`src/rtl/serial_subtractor_if.sv`:
```
// Handshake bundle for the digit-serial subtractor: operand side and result side.
interface serial_subtractor_if #(
    parameter int WIDTH = 32
);
    logic             in_valid;
    logic             in_ready;
    logic [WIDTH-1:0] a;
    logic [WIDTH-1:0] b;
    logic             bin;
    logic             out_valid;
    logic             out_ready;
    logic [WIDTH-1:0] d;
    logic             bout;
    logic             ovf;

    // Producer/consumer side: supplies operands and accepts results.
    modport master (
        output in_valid, a, b, bin, out_ready,
        input  in_ready, out_valid, d, bout, ovf
    );

    // Subtractor side.
    modport slave (
        input  in_valid, a, b, bin, out_ready,
        output in_ready, out_valid, d, bout, ovf
    );
endinterface

```
`src/rtl/serial_subtractor.sv`:
```
// Digit-serial subtractor: d = a - b - bin, evaluated DIGIT bits per cycle as
// a + ~b + ~bin through one DIGIT-wide adder slice.
//
// state | meaning
// IDLE  | ready for operands, result registers hold the last result
// RUN   | one digit per cycle, LSB digit first
// DONE  | result valid, held until the consumer takes it
//
// The interface instance must be built with the same WIDTH as this module.
module serial_subtractor #(
    parameter int WIDTH = 32,
    parameter int DIGIT = 4
) (
    input logic               clk,
    input logic               rst_n,
    serial_subtractor_if.slave bus
);
    localparam int NDIG = WIDTH / DIGIT;
    localparam int CW   = (NDIG > 1) ? $clog2(NDIG) : 1;

    generate
        if ((DIGIT < 1) || (WIDTH % DIGIT != 0)) begin : g_bad_digit
            $error("serial_subtractor: WIDTH must be a multiple of DIGIT");
        end
    endgenerate

    typedef enum logic [1:0] {
        IDLE = 2'd0,
        RUN  = 2'd1,
        DONE = 2'd2
    } state_t;

    state_t           state;
    logic [WIDTH-1:0] a_q;
    logic [WIDTH-1:0] nb_q;      // subtrahend stored inverted
    logic [WIDTH-1:0] d_q;
    logic             carry;
    logic [CW-1:0]    cnt;
    logic             in_ready_q;
    logic             out_valid_q;
    logic             bout_q;
    logic             ovf_q;

    logic [DIGIT-1:0] a_dig;
    logic [DIGIT-1:0] nb_dig;
    logic [DIGIT:0]   sum;
    logic             last;

    // Adder slice on the digit selected by the counter.
    always_comb begin
        a_dig  = a_q[int'(cnt) * DIGIT +: DIGIT];
        nb_dig = nb_q[int'(cnt) * DIGIT +: DIGIT];
        sum    = {1'b0, a_dig} + {1'b0, nb_dig} + {{DIGIT{1'b0}}, carry};
        last   = (cnt == CW'(NDIG - 1));
    end

    // Sequencer and datapath registers; all outputs come straight from flops.
    always_ff @(posedge clk or negedge rst_n) begin
        if (!rst_n) begin
            state       <= IDLE;
            a_q         <= '0;
            nb_q        <= '0;
            d_q         <= '0;
            carry       <= 1'b0;
            cnt         <= '0;
            in_ready_q  <= 1'b1;
            out_valid_q <= 1'b0;
            bout_q      <= 1'b0;
            ovf_q       <= 1'b0;
        end else begin
            case (state)
                IDLE: begin
                    if (bus.in_valid) begin
                        a_q        <= bus.a;
                        nb_q       <= ~bus.b;
                        carry      <= ~bus.bin;
                        cnt        <= '0;
                        in_ready_q <= 1'b0;
                        state      <= RUN;
                    end
                end
                RUN: begin
                    d_q[int'(cnt) * DIGIT +: DIGIT] <= sum[DIGIT-1:0];
                    carry <= sum[DIGIT];
                    if (last) begin
                        cnt         <= '0;
                        out_valid_q <= 1'b1;
                        bout_q      <= ~sum[DIGIT];
                        // a and b signs differ (a MSB equals inverted-b MSB) and
                        // the result sign differs from a.
                        ovf_q       <= (a_q[WIDTH-1] == nb_q[WIDTH-1]) &&
                                       (sum[DIGIT-1] != a_q[WIDTH-1]);
                        state       <= DONE;
                    end else begin
                        cnt <= cnt + 1'b1;
                    end
                end
                DONE: begin
                    if (bus.out_ready) begin
                        out_valid_q <= 1'b0;
                        in_ready_q  <= 1'b1;
                        state       <= IDLE;
                    end
                end
                default: begin
                    state       <= IDLE;
                    in_ready_q  <= 1'b1;
                    out_valid_q <= 1'b0;
                end
            endcase
        end
    end

    assign bus.in_ready  = in_ready_q;
    assign bus.out_valid = out_valid_q;
    assign bus.d         = d_q;
    assign bus.bout      = bout_q;
    assign bus.ovf       = ovf_q;
endmodule
```
`src/flat_wrapper.sv`:
```
// flat-port wrapper written by rule: the top's interface ports become plain ports
module serial_subtractor_flat 
#(
    parameter int WIDTH = 32,
    parameter int DIGIT = 4
)
  (clk, rst_n, bus_in_valid, bus_a, bus_b, bus_bin, bus_out_ready, bus_in_ready, bus_out_valid, bus_d, bus_bout, bus_ovf);
  serial_subtractor_if #(.WIDTH(WIDTH)) bus_i ();
  input logic clk;
  input logic rst_n;
  input wire logic [$bits(bus_i.in_valid)-1:0] bus_in_valid;
  input wire logic [$bits(bus_i.a)-1:0] bus_a;
  input wire logic [$bits(bus_i.b)-1:0] bus_b;
  input wire logic [$bits(bus_i.bin)-1:0] bus_bin;
  input wire logic [$bits(bus_i.out_ready)-1:0] bus_out_ready;
  output wire logic [$bits(bus_i.in_ready)-1:0] bus_in_ready;
  output wire logic [$bits(bus_i.out_valid)-1:0] bus_out_valid;
  output wire logic [$bits(bus_i.d)-1:0] bus_d;
  output wire logic [$bits(bus_i.bout)-1:0] bus_bout;
  output wire logic [$bits(bus_i.ovf)-1:0] bus_ovf;
  assign bus_i.in_valid = bus_in_valid;
  assign bus_i.a = bus_a;
  assign bus_i.b = bus_b;
  assign bus_i.bin = bus_bin;
  assign bus_i.out_ready = bus_out_ready;
  assign bus_in_ready = bus_i.in_ready;
  assign bus_out_valid = bus_i.out_valid;
  assign bus_d = bus_i.d;
  assign bus_bout = bus_i.bout;
  assign bus_ovf = bus_i.ovf;
  serial_subtractor #(.WIDTH(WIDTH), .DIGIT(DIGIT)) u_core (.clk(clk), .rst_n(rst_n), .bus(bus_i));
endmodule
```
`config.mk`:
```
export PLATFORM = sky130hd
export DESIGN_NAME = serial_subtractor_flat
export DESIGN_NICKNAME = d
export VERILOG_FILES = /design/src/rtl/serial_subtractor_if.sv /design/src/rtl/serial_subtractor.sv /design/src/flat_wrapper.sv
export SDC_FILE = /design/constraint.sdc
export NUM_CORES = 1
export LEC_CHECK = 0
export ABC_AREA = 1
export CAP_MARGIN = 15
export CORE_UTILIZATION = 35
export CTS_CLUSTER_SIZE = 30
export DETAILED_ROUTE_END_ITERATION = 8
export GPL_ROUTABILITY_DRIVEN = 0
export PLACE_DENSITY = 0.61
export SLEW_MARGIN = 5
export SYNTH_ARGS = -nofsm -noshare
export SYNTH_HDL_FRONTEND = slang
export SYNTH_SLANG_ARGS = --single-unit
```
`constraint.sdc`:
```
create_clock -name clk -period 2.6 [get_ports clk]
set_input_delay 0.65 -clock clk [delete_from_list [all_inputs] [get_ports clk]]
set_output_delay 0.65 -clock clk [all_outputs]
set_load 0.05 [all_outputs]
```
==> summary.md <==
| Metric | Value |
|---|---|
| Outcome | `complete, no violations` |
| Critical Path Fanout Max | `12` |
| Ports placed on the boundary | `105` |
| Hpwl dp | `9380 um` |
| Setup repair after global routing missed its margin | `no` |
| Max Clock Skew | `0.00987 ns` |
| Worst Setup Path Type | `reg2reg` |
| Internal power | `5.11 mW` |
| Number of nets at the end of the flow | `769` |
| Power Density | `1470 nW/um^2` |
| Actual transition at the worst max-transition pin | `0.650 ns` |
| Buffers from clock root to sink, at most | `2` |
| Netlist area before placement | `4920 um^2` |
| Leakage | `3.06 nW` |
| Most common cell in the netlist | `nand2_1` |
| Cell type contributing the most total cell area after synthesis | `dfrtp_1` |
| Relative contribution of sequential cells to total power | `29.7%` |
| Count of mapped cells out of synthesis | `584` |
| Final setup violation count | `0` |
| Fraction of the core area covered by cells at the end of the flow | `48.8%` |
| Number of fill cells in the layout | `1327` |
| Sequential share of the synthesized area | `54.0%` |
| Worst R2R Path Depth | `9` |
| Series of cell instances along the critical path | `buf_4 -> o21ai_0 -> o22ai_1 -> nand2_1 -> nand2_1 -> fa_2 -> fa_2 -> nand3_1 -> o21ai_0` |
| Max rail drop VDD | `665 uV` |
| Fraction of power consumed by the clock network | `13.5%` |
| Wire length of the first global-routing pass | `20600 um` |
| Num Clock Sinks | `106` |
| Flop2flop setup slack | `0.19 ns` |
| Starting utilization of the core area | `36.6%` |
| Clock period minus final worst setup slack | `2.41 ns` |
| CP Depth | `9` |
| Register Area | `2650 um^2` |
| Number of hold violations in the final report | `0` |
| Final Instance Area | `6570 um^2` |
| Worst Path Buf+Inv | `1` |
| GR Overflow Total | `0` |
| FF+latch count, synth | `106` |
| Worst setup slack before clock tree synthesis | `-0.0277 ns` |
| Commonest cells in the netlist | `nand2_1, dfrtp_1, o21ai_0` |
| Warnings from Yosys | `0` |
| Diodes inserted | `0` |
| Ranking of synthesized cells by area | `dfrtp_1, nand2_1, o21ai_0` |
| Core Area | `13500 um^2` |
| Share of the cycle needed by the critical path after routing | `92.5%` |
| Layout overhead on the synthesized area | `33.5%` |
| Share of the synthesized area in the top cell type | `53.4%` |
| Switching power total | `4.55 mW` |
| Capturing element type of the critical path | `flip-flop` |
| Capturing point of the worst reg2reg path | `u_core.bus.d[29]` |
| Number of I/O port buffers | `104` |
| Number of DRC violations after detailed-routing iteration 0 | `246` |
| Clk Latency, worst-skew pair | `0.35 ns` |
| Total global-route track usage | `18.1%` |
| Async set-or-reset flop fraction in the synthesized netlist | `100%` |
| Width of the die | `121 um` |
| Worst reg2reg startpoint | `u_core.cnt[0]` |
| Combinational cell fraction of total power | `56.9%` |
| Gate family responsible for the most delay along the worst path | `adder cells` |
| DRC violations left | `0` |
| Height of the die | `121 um` |
| Number of vias in the routed layout | `4237` |
| Clock buffers created by TritonCTS | `9` |
| Net count after synthesis | `662` |
| Root buf cell | `clkbuf_16` |
| Final antenna-violating net count | `0` |
| Most used flip-flop cell after synthesis | `dfrtp_1` |
| Largest net degree at the start of global routing | `52` |
| Stage delay of the slowest cell on the critical path | `0.57 ns` |
| Fmax | `0.416 GHz` |
| Number of H-tree levels | `3` |
| Cell row count | `42` |
| Area occupied by multi-input gates | `2090 um^2` |
| Switching share of power | `47.1%` |
| Hold Crit Class | `in2async` |
| Max capacitance violation total | `0` |
| Placed Area | `6220 um^2` |
| Detailed Route WL | `12300 um` |
| WL/cell | `14.1 um` |
| Synth unique cells | `31` |
| Ratio of cells with drive above 1 in the final layout | `9.94%` |
| Crit path DAT | `2.67 ns` |
| Worst slew margin | `56.7%` |
| Final worst slack | `0.195 ns` |
| Clock tree from TritonCTS | `yes` |
| Startpoint Class | `flip-flop` |
| Via count of the first global-routing pass | `4244` |
| Mean cell area of the mapped netlist | `8.42 um^2` |
| Antenna violations before repair | `0` |
| Slowest cell on the critical path | `fa_2` |
| Post-CTS setup repair buffer count | `0` |
| Vias per cell | `4.87` |
| Count of flip-flops with a built-in enable after synthesis | `0` |
| Endpoint required time on the critical path | `2.87 ns` |
| Count of final max-slew check failures | `0` |
| Die area | `14500 um^2` |
| Detailed-router iteration count before antenna repair | `4` |
| Clock transition at the register clock pins on the worst setup and hold paths after CTS | `0.07 ns` |
[logic make-up (layout without fill, tap and decap cells)]
logic type               count (synthesis)  in the layout  share of synthesized area [%]
buffers and inverters                   52            162                           4.78
flip-flops                             106            106                           54.0
AO/OA/AOI/OAI                          112            112                           12.0
XOR/XNOR                                 1              1                          0.178
adder cells (fa/ha/maj)                  9              9                           2.60
AND/OR/NAND/NOR                        304            304                           26.4
[worst register-to-register path: stages, from the launching register on]
cell and delay (ns):
dfrtp_1 0.42, buf_4 0.19, o21ai_0 0.17, o22ai_1 0.09, nand2_1 0.06, nand2_1 0.07
fa_2 0.38, fa_2 0.57, nand3_1 0.17, o21ai_0 0.18
[routing by layer]
| layer | part of all wire (%) | GRT usage, % | up-vias |
|---|---|---|---|
| met5 | 0 | 0 | - |
| met4 | 1.6 | 5.94 | 0 |
| met3 | 5.2 | 3.73 | 17 |
| met2 | 48 | 30.6 | 124 |
| met1 | 45 | 23.2 | 1980 |
| li1 | - | - | 2116 |
[worst max-delay path by stage]
stage	from	endpoint	slack [ns]
after floorplan	u_core.cnt[0]	u_core.bus.d[18]	0.1
after global placement	u_core.cnt[0]	u_core.bus.d[18]	0.04
after detailed placement	u_core.cnt[0]	u_core.bus.d[18]	-0.03
after CTS	u_core.cnt[0]	u_core.bus.d[22]	0.008
after global routing	u_core.cnt[0]	u_core.bus.d[29]	0.03
final	u_core.cnt[0]	u_core.bus.d[29]	0.19
[per-stage QoR]
step / cells / hold slack [ns] / power (mW) / TNS [ns]
2_1_floorplan: 584 / 0.354 / 6.42 / 0
3_3_place_gp: 856 / 0.455 / 7.95 / 0
3_5_place_dp: 856 / 0.463 / 8.03 / -0.0348
4_1_cts: 870 / 0.348 / 9.41 / 0
5_1_grt: 870 / 0.379 / 10.4 / 0
6_report: 870 / 0.333 / 9.66 / 0
[what timing repair did]
action,CTS,global route
hold buffers,0,0
endpoints found under the setup margin,5,23
pin swaps,0,2
gates resized for setup,1,14
[final cells by class]
| type | count | share of cell area, % |
|---|---|---|
| sequential | 106 | 40.4 |
| clock buffer | 11 | 3.54 |
| clock inverter | 3 | 0.648 |
| inverter | 23 | 1.35 |
| multi-input combinational | 426 | 31.9 |
| timing repair buffer | 125 | 18.8 |
| tap | 176 | 3.35 |
[power groups by stage]
| stage | Sequential, mW | Combinational, mW | Clock [mW] |
|---|---|---|---|
| global placement | 2.88 | 5.07 | 0 |
| CTS | 2.87 | 5.21 | 1.33 |
| floorplan | 3.44 | 2.98 | 0 |
| global route | 2.95 | 6.10 | 1.40 |
| finish | 2.87 | 5.49 | 1.30 |
| detailed placement | 2.89 | 5.14 | 0 |
[cell usage in the layout, fill, tap and decap left out]
| master | n |
|---|---|
| ha_4 | 1 |
| a21oi_2 | 1 |
| inv_2 | 9 |
| clkinvlp_4 | 1 |
| nand4_4 | 2 |
| nand3_2 | 4 |
| nand2_2 | 3 |
| nand4_1 | 6 |
| inv_4 | 1 |
| nand3_4 | 1 |
| buf_4 | 19 |
| a21oi_1 | 1 |
| nor3_1 | 1 |
| o22ai_1 | 17 |
| o211ai_1 | 1 |
| nor2_1 | 40 |
| clkbuf_16 | 9 |
| nand3_1 | 19 |
| nand2_1 | 219 |
| dfstp_2 | 1 |
| dfrtp_1 | 105 |
| o21ai_1 | 18 |
| clkdlybuf4s50_1 | 103 |
| o21ai_0 | 71 |
| fa_2 | 2 |
| inv_1 | 13 |
| ha_1 | 6 |
| nand2_4 | 1 |
| o31ai_1 | 1 |
| xor2_4 | 1 |
| clkbuf_1 | 2 |
| nor2_2 | 2 |
| clkinv_2 | 1 |
| o21bai_1 | 2 |
| nor2_4 | 2 |
| buf_12 | 3 |
| nand2_8 | 1 |
| bufinv_16 | 1 |
| nor3_2 | 3 |
[flip-flops by register name (all words and copies together), names as in the netlist]
name / cells
u_core.a_q: 32
u_core.bus.bout: 1
u_core.bus.d: 32
u_core.bus.in_ready: 1
u_core.bus.out_valid: 1
u_core.bus.ovf: 1
u_core.carry: 1
u_core.cnt: 3
u_core.nb_q: 32
u_core.state: 2
No activity file was read; power rests on OpenSTA's default activity.
==> edit 1 (same flow settings) <==
Reset style: synchronous (`rst_n`), changed in one clocked block.
--- a/src/rtl/serial_subtractor.sv
+++ b/src/rtl/serial_subtractor.sv
@@ -57,3 +57,3 @@
     // Sequencer and datapath registers; all outputs come straight from flops.
-    always_ff @(posedge clk or negedge rst_n) begin
+    always_ff @(posedge clk) begin
         if (!rst_n) begin
Check against the original RTL: differs if rst_n is asserted again (counterexample within 4 cycles, from zero or initial values and one cycle with rst_n low); with rst_n held inactive, the same outputs for 10 cycles.
==> edit 1 against the unedited design <==
  * Setup slack improved by 11 ps
  * Final area decreased by 5.0%
  * Synthesized area decreased by 4.8%
  * Routed wire length decreased by 3.7%
  * Sequential cell count unchanged
  * Critical path depth increased by 2
  * Largest cell class is now multi-input gates
Power is not compared: it rests on default switching activity, and its combinational part moved more than twofold at a synthesized area within 25%.
==> edit 1: results (changes against the unedited design) <==
stage,metric,value,unit,change
pwr,Lkg Pwr,0.00251,uW,
final_layout,Final #Nets,812,,+5.6%
place,# placed instances,895,,+4.6%
yosys,Post-Synth Adder-Cell Area,2.73,%,+0.13 points
yosys,Commonest cells post-synth,"nor2_1 (157), o21ai_0 (115), dfxtp_1 (106), nand2_1 (70), a21oi_1 (46)",,
yosys,Synth Flop Type,dfxtp_1,,
yosys,asr flop ratio synth,0,%,-100 points
critical_path,CP top delay family,adder cells,,
grt,pin count of the biggest net entering global routing,69,,+33%
routing,Via Count,4410,,+4.1%
timing,FMAX,0.418,GHz,+0.46%
place,number of port buffers,104,,unchanged
pwr,Worst VDD drop,352,uV,
grt,first-pass GRT wire length,20.1,mm,-2.1%
grt,gr usage total,17.7,%,-0.44 points
critical_path,reg2reg start,u_core.cnt[0],,
grt,vias in the first global route,4199,,-1.1%
place,Place WS,16.8,ps,+44.5 ps
critical_path,Worst path slowest cell,fa_1,,
timing,Max-slew headroom,65.7,%,+9.0 points
final_layout,layout cells sized above 1,9.61,%,-0.33 points
yosys,YS warnings,0,,unchanged
status,run status,completed,,
final_layout,Non-Filler Instances,911,,+4.7%
clock_tree,H-tree depth,3,,unchanged
clock_tree,Longest Clk Path Bufs,2,,unchanged
place,DP HPWL,9.00,mm,-4.1%
yosys,Unique masters post-synth,31,,unchanged
clock_tree,Worst-path clk slew,70,ps,about the same
critical_path,FF-to-FF End,u_core.bus.d[29],,
critical_path,FF-to-FF path depth,11,,+2
clock_tree,Post-CTS Setup Inserts,0,,unchanged
final_layout,FILL cells,1291,,-2.7%
routing,drt total wl,11.8,mm,-3.7%
critical_path,max incr delay on CP,580,ps,
timing,clk_skew,10.2,ps,+0.340 ps
yosys,post-synthesis xor/xnor area fraction,0,%,-0.18 points
final_layout,number of antenna diodes,0,,unchanged
yosys,multiplexer share of the synthesized area,0,%,unchanged
routing,drt pass-1 iters,5,,+1
hold_path,Hold EP,u_core.bus.in_ready,,
yosys,synth top area cells,"dfxtp_1 (45%), nor2_1 (13%), o21ai_0 (12%), nand2_1 (5.6%), a21oi_1 (4.9%)",,
hold_path,hold_sp,u_core.bus.in_ready,,
hold_path,Hold Crit Class,register to register,,
routing,initial DRC count,237,,-3.7%
clock_tree,CTS Buf Count,9,,unchanged
yosys,Synth Net Count,717,,+8.3%
critical_path,critical path arrival,2670,ps,about the same
yosys,"Seq/Total Area, Yosys",45.3,%,-8.6 points
yosys,Compound-Gate Fraction of Synth Area,20.7,%,+8.7 points
critical_path,"Max FO, Critical Path",12,,unchanged
yosys,syn avg cell area,7.33,sq um,-13%
-- edit 1: per-stage QoR --
stage	TNS, ps	area (sq um)	utilization, %	hold slack [ps]
after CTS	0	6200	48.4	463
after global placement	0	5910	46.1	444
final	0	6230	48.6	458
after floorplan	0	4680	-	449
after global routing	-3.34	6230	48.6	502
after detailed placement	0	5910	46.1	445
-- edit 1: routing by layer --
layer,part of all wire [%],up-vias,track usage [%]
met2,48,112,29.4
met4,0.57,0,3.61
met3,4.5,6,3.49
met5,0,-,0
met1,47,1988,23.7
li1,-,2304,-
-- edit 1: area by class of cell --
class,instances,share of cell area [%]
multi-input combinational,463,36.5
clock inverter,7,1.06
clock buffer,9,3.61
tap,172,3.45
sequential,106,34.1
inverter,33,2.07
timing repair buffer,121,19.3
-- edit 1: worst max path at each step --
stage | cells after the start | end | start
after detailed placement | 11 | u_core.bus.d[29] | u_core.cnt[0]
after global placement | 11 | u_core.bus.d[13] | u_core.cnt[0]
final | 11 | u_core.bus.d[29] | u_core.cnt[0]
after global routing | 12 | u_core.bus.d[15] | u_core.cnt[0]
after floorplan | 16 | u_core.bus.d[6] | u_core.cnt[0]
after CTS | 11 | u_core.bus.d[29] | u_core.cnt[0]
-- edit 1: repair_timing --
action                                 CTS  global route
gates resized for setup                  1            19
endpoints found under the hold margin    0             0
setup endpoints to repair                1            23
pin swaps                                0             1
-- edit 1: kinds of logic (layout without fill, tap and decap cells) --
kind of cell,after synthesis,count (layout)
AND/OR/NAND/NOR,266,266
adder cells (fa/ha/maj),9,9
flip-flops,106,106
buffers and inverters,70,170
AO/OA/AOI/OAI,188,188
-- edit 1: where the power goes --
group          internal (uW)  switching (uW)  total [uW]
sequential              1720            59.1        1780
clock                    677             639        1320
combinational            306             433         740
==> edit 2 (config.mk and constraints unchanged) <==
Without the edit above. `WIDTH` is set to 32 in 3 places; all go to 16.
--- a/src/rtl/serial_subtractor_if.sv
+++ b/src/rtl/serial_subtractor_if.sv
@@ -2,3 +2,3 @@
 interface serial_subtractor_if #(
-    parameter int WIDTH = 32
+    parameter int WIDTH = 16
 );
--- a/src/rtl/serial_subtractor.sv
+++ b/src/rtl/serial_subtractor.sv
@@ -10,3 +10,3 @@
 module serial_subtractor #(
-    parameter int WIDTH = 32,
+    parameter int WIDTH = 16,
     parameter int DIGIT = 4
--- a/src/flat_wrapper.sv
+++ b/src/flat_wrapper.sv
@@ -3,3 +3,3 @@
 #(
-    parameter int WIDTH = 32,
+    parameter int WIDTH = 16,
     parameter int DIGIT = 4
Ports: changed (resized bus_a, bus_b and bus_d); port bits go from 105 to 57. No check against the original RTL was run, so the function may have changed too.
==> edit 2 against the unedited design <==
  * Sequential cell count is 49 lower
  * Final area is 44% lower
  * Routed wire length is 50% lower
  * Setup slack better by 16 ps
  * Power is 43% lower
  * Synthesized area is 45% lower
  * Worst hold slack better by 110 ps
  * Synthesized cell count is 48% lower
  * Count of clock-buffer cells in the layout is 1 higher
==> edit 2: results (changes against the unedited design) <==
stage,metric,value,unit,change
grt,vias in the first global route,2201,,-48%
critical_path,critical path arrival,2590,ps,-80 ps
routing,initial DRC count,102,,-59%
critical_path,"Max FO, Critical Path",9,,-3
final_layout,Non-Filler Instances,474,,-46%
yosys,Unique masters post-synth,35,,+13%
grt,gr usage total,16.5,%,-1.6 points
place,dpl cell area,3400,sq um,-45%
yosys,synth top area cells,"dfrtp_1 (52%), nand2_1 (12%), o21ai_0 (7.5%), ha_1 (4.1%), o21ai_1 (2.6%)",,
yosys,"Seq/Total Area, Yosys",52.5,%,-1.5 points
yosys,Gate Count Post-Synth,304,,-48%
pwr,Lkg Pwr,0.00172,uW,-44%
place,# placed instances,456,,-47%
status,run status,completed,,
yosys,Synth Net Count,352,,-47%
place,DP HPWL,4.49,mm,-52%
clock_tree,Root Buffer Master,clkbuf_8,,
critical_path,R2R Setup Slk,210,ps,+20 ps
pwr,P_int,3070,uW,-40%
place,number of port buffers,56,,-46%
final_layout,Final #Nets,418,,-46%
timing,clk_skew,6.65,ps,-3.22 ps
final_layout,layout cells sized above 1,13.1,%,+3.1 points
routing,drt wl/cell,12.9,um,-8.5%
grt,pin count of the biggest net entering global routing,58,,+12%
timing,Least-Margin Pin Slew,718,ps,+68.6 ps
[edit 2: changes by cell type after synthesis, sizes merged, moves of 5 or more]
cell	before	now
nand2	224	93
o21ai	89	58
nand4	8	3
dfrtp	105	56
clkbuf	9	2
o22ai	17	9
inv	23	18
nand3	24	10
buf	20	9
nor2	44	20
[edit 2: worst paths after layout]
path | start | end | depth (start not counted)
setup / recovery | u_core.cnt[0] | u_core.carry | 10
hold / removal | rst_n | u_core.bus.d[0] | 2
setup reg to reg | u_core.cnt[0] | u_core.carry | 10
hold reg to reg | u_core.bus.in_ready | u_core.bus.in_ready | 2
max in group asynchronous | rst_n | u_core.cnt[0] | 2
min in group clk | u_core.bus.in_ready | u_core.bus.in_ready | 2
[edit 2: kinds of logic (layout without fill, tap and decap cells)]
family	Yosys count	after routing	share of synthesized area (%)
AO/OA/AOI/OAI	75	75	15.2
adder cells (fa/ha/maj)	11	11	5.61
AND/OR/NAND/NOR	129	129	21.2
XOR/XNOR	1	1	0.322
flip-flops	57	57	52.5
buffers and inverters	31	102	5.24
[edit 2: per-layer routing]
metal	wire length (um)	GRT usage (%)	vias up
met4	80	4.84	0
met3	305	6.09	9
met1	2870	21.9	1047
met2	2870	25.3	53
met5	0	0	-
li1	-	-	1144
[edit 2: metrics by stage]
stage	util [%]	setup WS, ps	total power (uW)
finish	50.2	211	5550
floorplan	-	272	3590
global route	50.2	20.0	6010
global placement	46.1	213	4360
CTS	49.7	82.6	5510
detailed placement	46.1	77.3	4410
[edit 2: power groups by stage]
stage	combinational (uW)	sequential [uW]	clock [uW]
finish	2940	1550	1070
CTS	2860	1560	1090
global route	3280	1600	1140
detailed placement	2840	1570	0
floorplan	1750	1840	0
global placement	2800	1560	0
[edit 2: area by class of cell]
| cell class | count | area, sq um |
|---|---|---|
| flip-flops and latches | 57 | 1430 |
| clock inverters | 4 | 97.6 |
| well taps | 99 | 124 |
| clock buffers | 12 | 165 |
| fillers | 729 | 3670 |
| inverters | 20 | 80.1 |
| multi-input cells | 216 | 1160 |
| repair buffers | 66 | 643 |
[edit 2: repair_timing]
action | CTS | global route
endpoints found under the setup margin | 0 | 8
setup buffers | 0 | 2
resized for setup | 0 | 2
[edit 2: worst max-delay path, cell delays in order (launching register included)]
cell      delay [ps]
dfrtp_2          460
buf_12           150
buf_4            150
nor2_1           100
o22ai_1          100
fa_1             440
fa_1             450
a21oi_1          160
o21bai_1         100
nand2_1           70
o211ai_1          80
